`src/rtl/cpu_pkg.sv`:
```
// Shared opcode/funct3 constants, FSM state type and access-size helper
// used by the MEM/WB stage and its lane-alignment helper.
package cpu_pkg;

  localparam logic [6:0] OPC_LOAD  = 7'b0000011;
  localparam logic [6:0] OPC_STORE = 7'b0100011;

  localparam logic [2:0] F3_B  = 3'b000;
  localparam logic [2:0] F3_H  = 3'b001;
  localparam logic [2:0] F3_W  = 3'b010;
  localparam logic [2:0] F3_BU = 3'b100;
  localparam logic [2:0] F3_HU = 3'b101;

  typedef enum logic [1:0] {
    IDLE = 2'd0,
    REQ  = 2'd1,
    RESP = 2'd2
  } state_t;

  typedef enum logic [1:0] {
    SZ_B = 2'd0,
    SZ_H = 2'd1,
    SZ_W = 2'd2
  } size_t;

  // Access width of a load/store; funct3 codes that are not legal for the
  // opcode fall back to a full word access.
  function automatic size_t access_size(input logic is_load, input logic [2:0] f3);
    size_t sz;
    sz = SZ_W;
    if (is_load) begin
      if (f3 == F3_B || f3 == F3_BU)      sz = SZ_B;
      else if (f3 == F3_H || f3 == F3_HU) sz = SZ_H;
    end else begin
      if (f3 == F3_B)      sz = SZ_B;
      else if (f3 == F3_H) sz = SZ_H;
    end
    return sz;
  endfunction

endpackage

```
`src/rtl/lsu_align.sv`:
```
// Combinational byte-lane logic: store byte enables and replicated write
// data, misalignment detection, and load data alignment down to bit 0.
module lsu_align
  import cpu_pkg::*;
(
  input  logic        i_is_load,
  input  logic [2:0]  i_funct3,
  input  logic [1:0]  i_addr_lo,
  input  logic [31:0] i_store_data,
  input  logic [1:0]  i_ld_addr_lo,
  input  logic [31:0] i_rdata,
  output logic        o_misalign,
  output logic [3:0]  o_we,
  output logic [31:0] o_wdata,
  output logic [31:0] o_ld_data
);

  size_t w_size;

  assign w_size = access_size(i_is_load, i_funct3);

  // Byte enables and alignment check for the requested width
  always_comb begin
    o_we       = 4'b1111;
    o_misalign = 1'b0;
    case (w_size)
      SZ_B: begin
        o_we = 4'b0001 << i_addr_lo;
      end
      SZ_H: begin
        o_we       = 4'b0011 << i_addr_lo;
        o_misalign = i_addr_lo[0];
      end
      default: begin
        o_we       = 4'b1111;
        o_misalign = (i_addr_lo != 2'b00);
      end
    endcase
  end

  // Each byte lane carries the store datum replicated so that whichever
  // lanes are enabled see the correct bytes.
  genvar gi;
  generate
    for (gi = 0; gi < 4; gi++) begin : g_lane
      logic [7:0] w_lane;
      always_comb begin
        case (w_size)
          SZ_B:    w_lane = i_store_data[7:0];
          SZ_H:    w_lane = i_store_data[8*(gi%2) +: 8];
          default: w_lane = i_store_data[8*gi +: 8];
        endcase
      end
      assign o_wdata[8*gi +: 8] = w_lane;
    end
  endgenerate

  // Loaded byte/halfword lands at bit 0; extension is the register file's job
  assign o_ld_data = i_rdata >> {i_ld_addr_lo, 3'b000};

endmodule

```
`src/rtl/mem_wb_unit.sv`:
```
// MEM/WB stage: accepts one EX op at a time, runs loads/stores over a
// req/gnt/rvalid data-memory handshake and produces the register-file
// write port (rd, data, strobe, funct3, opcode).
module mem_wb_unit
  import cpu_pkg::*;
#(
  parameter int ADDR_W  = 14,
  parameter int TIMEOUT = 255
) (
  input  logic              clk,
  input  logic              rst,
  input  logic              ex_valid,
  output logic              ex_ready,
  input  logic [6:0]        ex_opcode,
  input  logic [2:0]        ex_funct3,
  input  logic [4:0]        ex_rd_addr,
  input  logic              ex_reg_write,
  input  logic [31:0]       ex_result,
  input  logic [31:0]       ex_store_data,
  output logic              dm_req,
  output logic [3:0]        dm_we,
  output logic [ADDR_W-1:0] dm_addr,
  output logic [31:0]       dm_wdata,
  input  logic              dm_gnt,
  input  logic              dm_rvalid,
  input  logic [31:0]       dm_rdata,
  output logic [4:0]        WB_rd_addr,
  output logic [31:0]       WB_rd_data,
  output logic              RegWrite,
  output logic [2:0]        funct3,
  output logic [6:0]        opcode,
  output logic              misalign,
  output logic              bus_err
);

  state_t            r_state;
  logic              r_is_load;
  logic [ADDR_W+1:0] r_addr;
  logic [3:0]        r_we;
  logic [31:0]       r_wdata;
  logic [4:0]        r_rd;
  logic              r_reg_write;
  logic [2:0]        r_funct3;
  logic [6:0]        r_opcode;
  logic [15:0]       r_cnt;

  logic              w_is_load;
  logic              w_is_mem;
  logic              w_misalign;
  logic [3:0]        w_we;
  logic [31:0]       w_wdata;
  logic [31:0]       w_ld_data;
  logic [16:0]       w_cnt_inc;
  logic              w_timeout;

  assign w_is_load = (ex_opcode == OPC_LOAD);
  assign w_is_mem  = w_is_load || (ex_opcode == OPC_STORE);
  assign w_cnt_inc = {1'b0, r_cnt} + 17'd1;
  assign w_timeout = (w_cnt_inc >= 17'(TIMEOUT));

  lsu_align u_align (
    .i_is_load    (w_is_load),
    .i_funct3     (ex_funct3),
    .i_addr_lo    (ex_result[1:0]),
    .i_store_data (ex_store_data),
    .i_ld_addr_lo (r_addr[1:0]),
    .i_rdata      (dm_rdata),
    .o_misalign   (w_misalign),
    .o_we         (w_we),
    .o_wdata      (w_wdata),
    .o_ld_data    (w_ld_data)
  );

  // Handshake outputs are decoded straight from the captured access
  assign ex_ready = (r_state == IDLE);
  assign dm_req   = (r_state == REQ);
  assign dm_we    = (r_state == REQ && !r_is_load) ? r_we : 4'b0000;
  assign dm_addr  = r_addr[ADDR_W+1:2];
  assign dm_wdata = r_wdata;

  // Access FSM plus registered write-back port and status pulses
  always_ff @(posedge clk or posedge rst) begin
    if (rst) begin
      r_state     <= IDLE;
      r_is_load   <= 1'b0;
      r_addr      <= '0;
      r_we        <= 4'b0000;
      r_wdata     <= 32'd0;
      r_rd        <= 5'd0;
      r_reg_write <= 1'b0;
      r_funct3    <= 3'd0;
      r_opcode    <= 7'd0;
      r_cnt       <= 16'd0;
      WB_rd_addr  <= 5'd0;
      WB_rd_data  <= 32'd0;
      RegWrite    <= 1'b0;
      funct3      <= 3'd0;
      opcode      <= 7'd0;
      misalign    <= 1'b0;
      bus_err     <= 1'b0;
    end else begin
      RegWrite <= 1'b0;
      misalign <= 1'b0;
      bus_err  <= 1'b0;
      case (r_state)
        IDLE: begin
          if (ex_valid) begin
            if (!w_is_mem) begin
              RegWrite   <= ex_reg_write;
              WB_rd_addr <= ex_rd_addr;
              WB_rd_data <= ex_result;
              funct3     <= ex_funct3;
              opcode     <= ex_opcode;
            end else if (w_misalign) begin
              misalign <= 1'b1;
            end else begin
              r_is_load   <= w_is_load;
              r_addr      <= ex_result[ADDR_W+1:0];
              r_we        <= w_we;
              r_wdata     <= w_wdata;
              r_rd        <= ex_rd_addr;
              r_reg_write <= ex_reg_write;
              r_funct3    <= ex_funct3;
              r_opcode    <= ex_opcode;
              r_state     <= REQ;
            end
          end
        end
        REQ: begin
          if (dm_gnt) begin
            if (!r_is_load) begin
              r_state <= IDLE;
            end else if (dm_rvalid) begin
              RegWrite   <= r_reg_write;
              WB_rd_addr <= r_rd;
              WB_rd_data <= w_ld_data;
              funct3     <= r_funct3;
              opcode     <= r_opcode;
              r_state    <= IDLE;
            end else begin
              r_cnt   <= 16'd0;
              r_state <= RESP;
            end
          end
        end
        RESP: begin
          if (dm_rvalid) begin
            RegWrite   <= r_reg_write;
            WB_rd_addr <= r_rd;
            WB_rd_data <= w_ld_data;
            funct3     <= r_funct3;
            opcode     <= r_opcode;
            r_cnt      <= 16'd0;
            r_state    <= IDLE;
          end else if (w_timeout) begin
            bus_err <= 1'b1;
            r_cnt   <= 16'd0;
            r_state <= IDLE;
          end else begin
            r_cnt <= w_cnt_inc[15:0];
          end
        end
        default: r_state <= IDLE;
      endcase
    end
  end

endmodule
```
`config.mk`:
```
export PLATFORM = sky130hd
export DESIGN_NAME = mem_wb_unit
export DESIGN_NICKNAME = d
export VERILOG_FILES = /design/src/rtl/cpu_pkg.sv /design/src/rtl/lsu_align.sv /design/src/rtl/mem_wb_unit.sv
export SDC_FILE = /design/constraint.sdc
export NUM_CORES = 1
export LEC_CHECK = 0
export ABC_AREA = 1
export BUFFER_PORTS_ARGS = -buffer_cell sky130_fd_sc_hd__buf_4
export CAP_MARGIN = 20
export CORE_MARGIN = 2
export CORE_UTILIZATION = 23
export CTS_CLUSTER_DIAMETER = 80
export DETAILED_ROUTE_END_ITERATION = 8
export SLEW_MARGIN = 10
export SYNTH_ARGS = -nofsm -noshare
export SYNTH_HDL_FRONTEND = slang
export SYNTH_SLANG_ARGS = --single-unit
```
`constraint.sdc`:
```
create_clock -name clk -period 5.08 [get_ports clk]
set_input_delay 0.254 -clock clk [delete_from_list [all_inputs] [get_ports clk]]
set_output_delay 0.254 -clock clk [all_outputs]
set_load 0.02 [all_outputs]
```
Yosys cells after proc, flatten, opt, wreduce, memory -nomap -nowiden. Cells that the tools add are included.

Output and inout port bits: 102. Bits of input ports: 117. Register bits: 137. Logic and storage cells: 118.

Equality and inequality tests: 16. Reductions and logical operators: 16. Bitwise logic cells: 1. Muxes and demuxes: 63. Order comparisons: 1. Add/subtract/negate cells: 1. Shift-type cells: 3.

Operators with widths (count): $mux 32 (5); $pmux 32 s3 (1); $mux 16 (5); $mux 7 (5); $pmux 16 s2 (1); $shr 32x5->32 (1); $mux 2 (13); $mux 5 (5); $pmux 7 s3 (1); $add 16x1->17 const B (1); $ge 17x8->1 const B (1); $mux 8 (2); $pmux 8 s2 (1); $mux 3 (5); $pmux 5 s3 (1); $mux 1 (12); $reduce_and 5->1 (2); $pmux 3 s3 (1); $ne 2x2->1 const B (4); $pmux 4 s2 (1); $reduce_and 4->1 (2); $eq 7x2->1 const B (1); $eq 7x6->1 const B (1); $eq 3x3->1 const B (2); other kinds (20) (27).

Depth between registers and ports, before layout. Gate-level depths: netlist (run 1).

Word-level depth: 11. Gate-level depth with buffers: 13. Depth with buffers taken out: 13.

Modules after synthesis. A second synthesis (run 1) with hierarchy kept.

Cell total of the unflattened synthesis: 897. Area, all modules: 7514.7 um2.

By module, submodules not included: mem_wb_unit (cells each 680, seq. area each 3428.3 um2, area each 6252.2 um2, instances 1); lsu_align (cells each 217, seq. area each 0.0 um2, area each 1262.5 um2, instances 1).

Worst setup path before layout (run 1). OpenSTA, ideal clock, no wires.

Path type: reg-to-reg. Start point: register r_state[1]. End point: register r_cnt[3]. Path slack: 3.080 ns. Setup time: 0.082 ns. Path buffers: 1. Stages on the path, launching flop included: 10. Required time: 4.998 ns. Arrival time: 1.918 ns. Clock period less this slack: 2.000 ns. Cells stage by stage: dfrtp_1 inv_1 ha_1 inv_1 nor2_1 inv_1 o22ai_1 clkbuf_1 nand3_1 o22ai_2.

Cells in the longest elaborated chain, start to end: 3. Elaborated cells between the ends (all ways): 8. Those cells by class: 5 x eq/ne; 1 x mux; 2 x reduce/logical.

Ends and longest elaborated chain: start: declaration (line mem_wb_unit.sv:36) `state_t r_state;`; start signal: assignment (line mem_wb_unit.sv:84) `r_state <= IDLE;`; start signal: assignment (line mem_wb_unit.sv:125) `r_state <= REQ;`; start signal: assignment (line mem_wb_unit.sv:132) `r_state <= IDLE;`; $eq 2x1->1 *; via dm_req (line mem_wb_unit.sv:20) `output logic dm_req,`; $ne 2x1->1 (no source line), or another cell as far along; $reduce_and 4->1 (no source line); end signal: assignment (line mem_wb_unit.sv:160) `r_cnt <= w_cnt_inc[15:0];`; end: declaration (line mem_wb_unit.sv:45) `logic [15:0] r_cnt;`.

Mark *: on every way through the listed nets, which the timed path passes. The rest lies on a longest branch. A chain may end at the register's enable or synchronous reset.

Worst setup path in the final report (run 1).
Start point: register r_state[0]. End point: register WB_rd_data[18].

Cells in the longest elaborated chain, start to end: 3. Elaborated cells between the ends (all ways): 10. Those cells by class: 6 x eq/ne; 1 x mux; 3 x reduce/logical.

Ends and longest elaborated chain: $eq 2x1->1, or another cell as far along (line mem_wb_unit.sv:105) `case (r_state)`; $ne 2x1->1 (no source line), or another cell as far along; $reduce_and 5->1 (no source line); end signal: assignment (line mem_wb_unit.sv:111) `WB_rd_data <= ex_result;`; end signal: assignment (line mem_wb_unit.sv:136) `WB_rd_data <= w_ld_data;`; end signal: assignment (line mem_wb_unit.sv:150) `WB_rd_data <= w_ld_data;`; end: declaration (line mem_wb_unit.sv:28) `output logic [31:0] WB_rd_data,`.

Parallel ways exist; a longest one is shown, timed or not.

==> impl_metrics.yaml, run 1 <==
sta:
  holdWs_ns: -0.0207
  worst_pin_slew_ns: 0.947
  final-setup-viol-count: 0
  drv_slew: 0
  fin_tns_setup_ns: 0
  hold_viol_final: 8
  finalCriticalPeriod_ns: 3.13
  rsz0062_at_grt: "no"
  max_freq_mhz: 319
  skew_ns: 0.00930
  slew_headroom: 0.368
  fin_ws_ns: 1.95
  min_period_over_period: 0.617
logic_synthesis:
  synth_cells: 871
  synth_seq_cells: 137
  synth_warnings: 0
  ys_seq_area_frac: 0.486
  synth_nets: 994
  synth_cell_type_count: 37
  syn_area_mm2: 0.00706
  postSynth.asyncResetShare: 1.00
  synthFlopType: "dfrtp_1"
  synth-edff-count: 0
  syn_avg_cell_area_um2: 8.10
cts:
  clock_sinks: 137
  cts_resized: 0
  clk_latency_ns: 0.43
  cts_hold_buffers: 0
  numCtsBuffers: 17
  cts.path.max_buffers: 2
  cts_tree: "built"
  post-cts-setup-buffers: 0
  clk_pin_slew_ns: 0.07
  h-tree-depth: 4
  cts_root_buffer: "clkbuf_16"
placed_design:
  dp_hpwl_um: 17100
  place_area_mm2: 0.00895
  place.gp.congestion: 0.849
  dp_slack_ns: 2.01
  portBuffers: 218
die:
  start_util: 0.232
  fp.dieArea_mm2: 0.0321
  fp.dieH_um: 179
  die_x_um: 179
  rows: 64
  core-area_mm2: 0.0304
  pin_count: 219
routing:
  vias: 6623
  firstDrtPassIters: 5
  via_per_inst: 4.51
  drc: 0
  drt_iter0_drc: 436
  drt_wl_total_um: 23800
  ant_nets: 0
  wl_per_cell_um: 16.2
critical_path:
  crit_arrival_ns: 3.45
  r2r_cells: 8
  worstReg2RegEnd: "WB_rd_data[18]"
  worstSetupEndpointType: "flop"
  reg2reg_slack_ns: 1.95
  crit_type: "flop to flop"
  crit_required_ns: 5.39
  r2r_start: "r_state[0]"
  cp_max_fo: 94
  start_kind: "flop"
final_layout:
  finalNetCount: 1181
  multi_input_area_mm2: 0.00298
  drive_gt1_frac: 0.272
  fin_area_mm2: 0.00954
  insertedDiodeCount: 0
  nFillCells: 3280
  syn2layout_area_growth_pct: 35.2
  seq_area_mm2: 0.00343
  finish.utilization: 0.314
grt:
  grt_max_degree: 95
  grt_pass1_wl_um: 35600
  grt-ovfl-total: 0
  grt.total_usage: 0.146
  grt_pass1_vias: 6252
  antenna_found_initial: 0
outcome:
  status: "finished, violations left"
  violations: "negative hold slack"
power_and_ir_drop:
  ir_worst_vdd_v: 0.000234
  powerDensity_mw_per_mm2: 528
  power_mw: 5.04
  power.static_leakage_nw: 4.64
flow_run:
  maxCapViolations: 0
hold_path:
  hold_class: "primary input to async pin"
==> cells by family (layout without fill, tap and decap cells) <==
logic type,after synthesis,in the layout,share of synthesized area
flops,137,137,0.486
mux,1,1,0.00142
compound gates,205,205,0.188
xor+xnor,1,1,0.00124
simple gates,372,372,0.219
fa+ha+maj,6,6,0.0106
buf+inv,149,349,0.0934
==> layout by cell type, fill, tap and decap left out, drive strengths merged <==
cell,n
buf,227
nand2,207
dfrtp,137
nor2,108
inv,96
o21ai,64
a21oi,40
nand3,35
o21a,32
o211ai,18
clkbuf,18
nand4,16
o22ai,16
a31oi,15
o221a,8
a22oi,8
ha,6
clkinv,4
o21bai,3
or2,2
nor3,2
bufinv,2
clkinvlp,2
a21boi,1
nand3b,1
xor2,1
nor4,1
mux2i,1
==> registers in the layout (all words and copies together) (netlist names), 4 cells and up <==
| signal | flops |
|---|---|
| r_rd | 5 |
| r_addr | 16 |
| r_opcode | 7 |
| dm_wdata | 32 |
| WB_rd_addr | 5 |
| r_we | 4 |
| r_cnt | 16 |
| opcode | 7 |
| WB_rd_data | 32 |
==> critical path: stages (launching register included) <==
cell      delay (ns)
dfrtp_1         0.40
inv_1           0.08
ha_1            0.32
inv_2           0.58
nor2_1          0.17
nor4_4          0.27
buf_4           0.70
o211ai_1        0.22
o21a_1          0.16
==> routing by layer <==
layer,global-route usage,wire length [um]
met1,0.191,10500
met2,0.233,11300
met4,0.0440,407
met5,0,0
met3,0.0428,1550
==> power breakdown <==
| group | switching [mW] | internal, mW | leakage (nW) | total, mW |
|---|---|---|---|---|
| sequential | 0.170 | 1.38 | 1.75 | 1.55 |
| clock | 0.557 | 0.737 | 0.285 | 1.29 |
| combinational | 1.36 | 0.831 | 2.60 | 2.19 |
==> worst max path at each step <==
stage,start,end,slack (ns)
after global routing,r_state[0],WB_rd_data[18],1.75
after global placement,r_state[0],WB_rd_data[22],2.09
after floorplan,rst,RegWrite,1.16
after detailed placement,r_state[0],WB_rd_data[22],2.01
after CTS,r_state[0],WB_rd_data[20],1.99
final,r_state[0],WB_rd_data[18],1.95
==> synth_stat cells (all sizes together), types with 2 or more instances <==
| cell | n | share of area |
|---|---|---|
| o22ai | 16 | 0.020 |
| a31oi | 15 | 0.013 |
| clkbuf | 18 | 0.0096 |
| nand4 | 16 | 0.014 |
| or2 | 2 | 0.0018 |
| a22oi | 8 | 0.0085 |
| o21ai | 64 | 0.045 |
| o221a | 8 | 0.013 |
| o21a | 32 | 0.034 |
| ha | 6 | 0.011 |
| o211ai | 18 | 0.019 |
| nand2 | 207 | 0.11 |
| nor3 | 2 | 0.0028 |
| o21bai | 3 | 0.0037 |
| inv | 89 | 0.047 |
| dfrtp | 137 | 0.49 |
| buf | 41 | 0.036 |
| a21oi | 40 | 0.030 |
| nand3 | 35 | 0.026 |
| nor2 | 108 | 0.061 |
==> stage by stage <==
stage / hold WS, ns / cells
2_1_floorplan: 0.371 / 871
3_5_place_dp: 0.452 / 1435
4_1_cts: 0.0201 / 1467
5_1_grt: 0.0363 / 1467
3_3_place_gp: 0.449 / 1435
6_report: -0.0207 / 1467
==> cell type report <==
cell class                      count  area share
Clock inverter                     14      0.0169
Sequential cell                   137       0.359
Timing Repair Buffer              227       0.179
Multi-Input combinational cell    585       0.312
Clock buffer                       18      0.0450
Inverter                           90      0.0359
Tap cell                          396      0.0519
(Power assumes the default switching activity.)
==> run 2: changes to the inputs <==
- clock period: 5.08 -> 2.6 ns (I/O delays scaled with it)
==> run 2 against run 1 <==
Sequential cell count is the same. Via count increased by 1.7%. Clock-buffer cell count up 1. Total power rose by 99%. The flow now finishes without violations. Clock power rose by 110%. Register-to-register slack lost 1.5 ns. Sequential share of layout area shrank 1.6 points. Largest power group unchanged. Global-route usage shrank 0.23 points. Utilization grew 1.4 points. First-iteration DRC count down 11%. Non-clock buffer count grew 38.
==> impl_metrics.yaml, run 2 (same netlist as run 1, synthesis figures left out) <==
power_and_ir_drop:
  intPower_mw: 6.00
  p_seq_frac: 0.301
  comb_power_share: 0.435
  clockPowerShare: 0.264
  p_sw_mw: 4.04
  ir_worst_vdd_v: 0.000414
  swShare: 0.402
  power.static_leakage_nw: 4.84
  powerDensity_mw_per_mm2: 1010
die:
  fp.dieH_um: 179
  start_util: 0.232
  die_x_um: 179
  rows: 64
  fp.dieArea_mm2: 0.0321
  core-area_mm2: 0.0304
  pin_count: 219
cts:
  h-tree-depth: 4
  clk_pin_slew_ns: 0.06
  cts_tree: "built"
  clk_latency_ns: 0.42
  post-cts-setup-buffers: 0
  numCtsBuffers: 17
  clock_sinks: 137
  cts.path.max_buffers: 2
  cts_root_buffer: "clkbuf_16"
  cts_resized: 0
  cts_hold_buffers: 30
final_layout:
  drive_gt1_frac: 0.271
  nFillCells: 3210
  finalNetCount: 1219
  insertedDiodeCount: 0
  final_cell_mix: "buf_4 (232), nand2_1 (207), dfrtp_1 (137)"
  layout_commonest_cell: "buf_4"
  syn2layout_area_growth_pct: 41.4
grt:
  grtUsageMet3: 0.0329
  grt_pass1_wl_um: 35400
  grt_pass1_vias: 6453
  gr-max-usage-layer: "met2"
  grt_max_degree: 95
  antenna_found_initial: 0
  grt-ovfl-total: 0
  grt.total_usage: 0.144
  use_met2: 0.225
  gr-usage-met1: 0.194
routing:
  via_per_inst: 4.48
  wl_per_cell_um: 15.7
  drc: 0
  ant_nets: 0
  firstDrtPassIters: 5
  vias: 6737
  drt_wl_total_um: 23600
  drt_iter0_drc: 388
sta:
  skew_ns: 0.0111
  finalCriticalPeriod_ns: 2.14
  max_freq_mhz: 468
  worst_pin_slew_ns: 0.518
  holdWs_ns: 0.0236
  fin_tns_setup_ns: 0
  hold_viol_final: 0
  slew_headroom: 0.654
  final-setup-viol-count: 0
  rsz0062_at_grt: "no"
  drv_slew: 0
  min_period_over_period: 0.821
critical_path:
  start_kind: "flop"
  crit_type: "flop to flop"
  crit_required_ns: 2.95
  crit_arrival_ns: 2.49
  worstSetupEndpointType: "flop"
  cp_max_fo: 11
hold_path:
  hold_class: "primary input to flop"
placed_design:
  dp_hpwl_um: 17500
  portBuffers: 218
  place.gp.congestion: 0.876
flow_run:
  maxCapViolations: 0
outcome:
  status: "completed"
## run 2: cell types whose count changed in the layout (fill, tap and decap cells not counted)
| cell | previous run | this run |
|---|---|---|
| dlygate4sd3_1 | 0 | 30 |
| buf_4 | 227 | 232 |
| buf_12 | 0 | 3 |
| clkbuf_8 | 0 | 2 |
| bufinv_16 | 2 | 3 |
| clkbuf_1 | 1 | 0 |
| clkinv_2 | 1 | 0 |
| clkinv_4 | 2 | 3 |
| clkinvlp_4 | 2 | 1 |
| inv_6 | 7 | 6 |
## run 2: critical path, stage by stage, from the launching register on
cell	delay, ns
dfrtp_1	0.40
ha_1	0.25
nand3_2	0.14
nor2_4	0.20
nand3b_1	0.13
xor2_1	0.16
nor2_1	0.16
nand3_2	0.32
nand2_1	0.19
nand2_1	0.07
nand2_1	0.06
## run 2: final timing paths
path | to | from | cells after the start | slack [ns]
hold / removal | funct3[2] | ex_funct3[2] | 3 | 0.02
setup reg to reg | r_state[1] | r_cnt[1] | 10 | 0.46
max in group asynchronous | WB_rd_data[2] | rst | 5 | 1.67
setup / recovery | r_state[1] | r_cnt[1] | 10 | 0.46
min in group asynchronous | dm_wdata[23] | rst | 4 | 0.35
hold reg to reg | r_opcode[2] | r_opcode[2] | 2 | 0.47
## run 2: power groups by stage
stage,logic [mW],clock network (mW),registers (mW)
after floorplan,2.14,0,3.57
after global placement,4.30,0,3.06
after detailed placement,4.35,0,3.07
after CTS,4.39,2.74,3.03
after global routing,4.76,2.84,3.09
final,4.37,2.65,3.02
## run 2: cell type report
cell class | instances | area [um2] | share of cell area
clock buffers | 19 | 453 | 0.0454
repair buffers | 265 | 2100 | 0.211
well taps | 396 | 495 | 0.0496
clock inverters | 13 | 180 | 0.0181
multi-input cells | 585 | 2980 | 0.299
flip-flops and latches | 137 | 3430 | 0.344
inverters | 90 | 342 | 0.0342
## run 2: through the flow
stage               worst slack, ns  utilization  power (mW)  instance area (um2)  std cells
floorplan                     0.600            -        5.71                 7060        871
global placement              0.564        0.297        7.36                 9050       1443
detailed placement            0.490        0.297        7.41                 9050       1443
CTS                           0.473        0.328        10.2                 9980       1505
global route                  0.249        0.328        10.7                 9980       1505
finish                        0.464        0.328        10.0                 9980       1505
## run 2: metal layers
layer / up-vias / part of all wire
met5: - / 0
met4: 0 / 0.024
met3: 28 / 0.055
met2: 213 / 0.46
met1: 3177 / 0.46
li1: 3319 / -
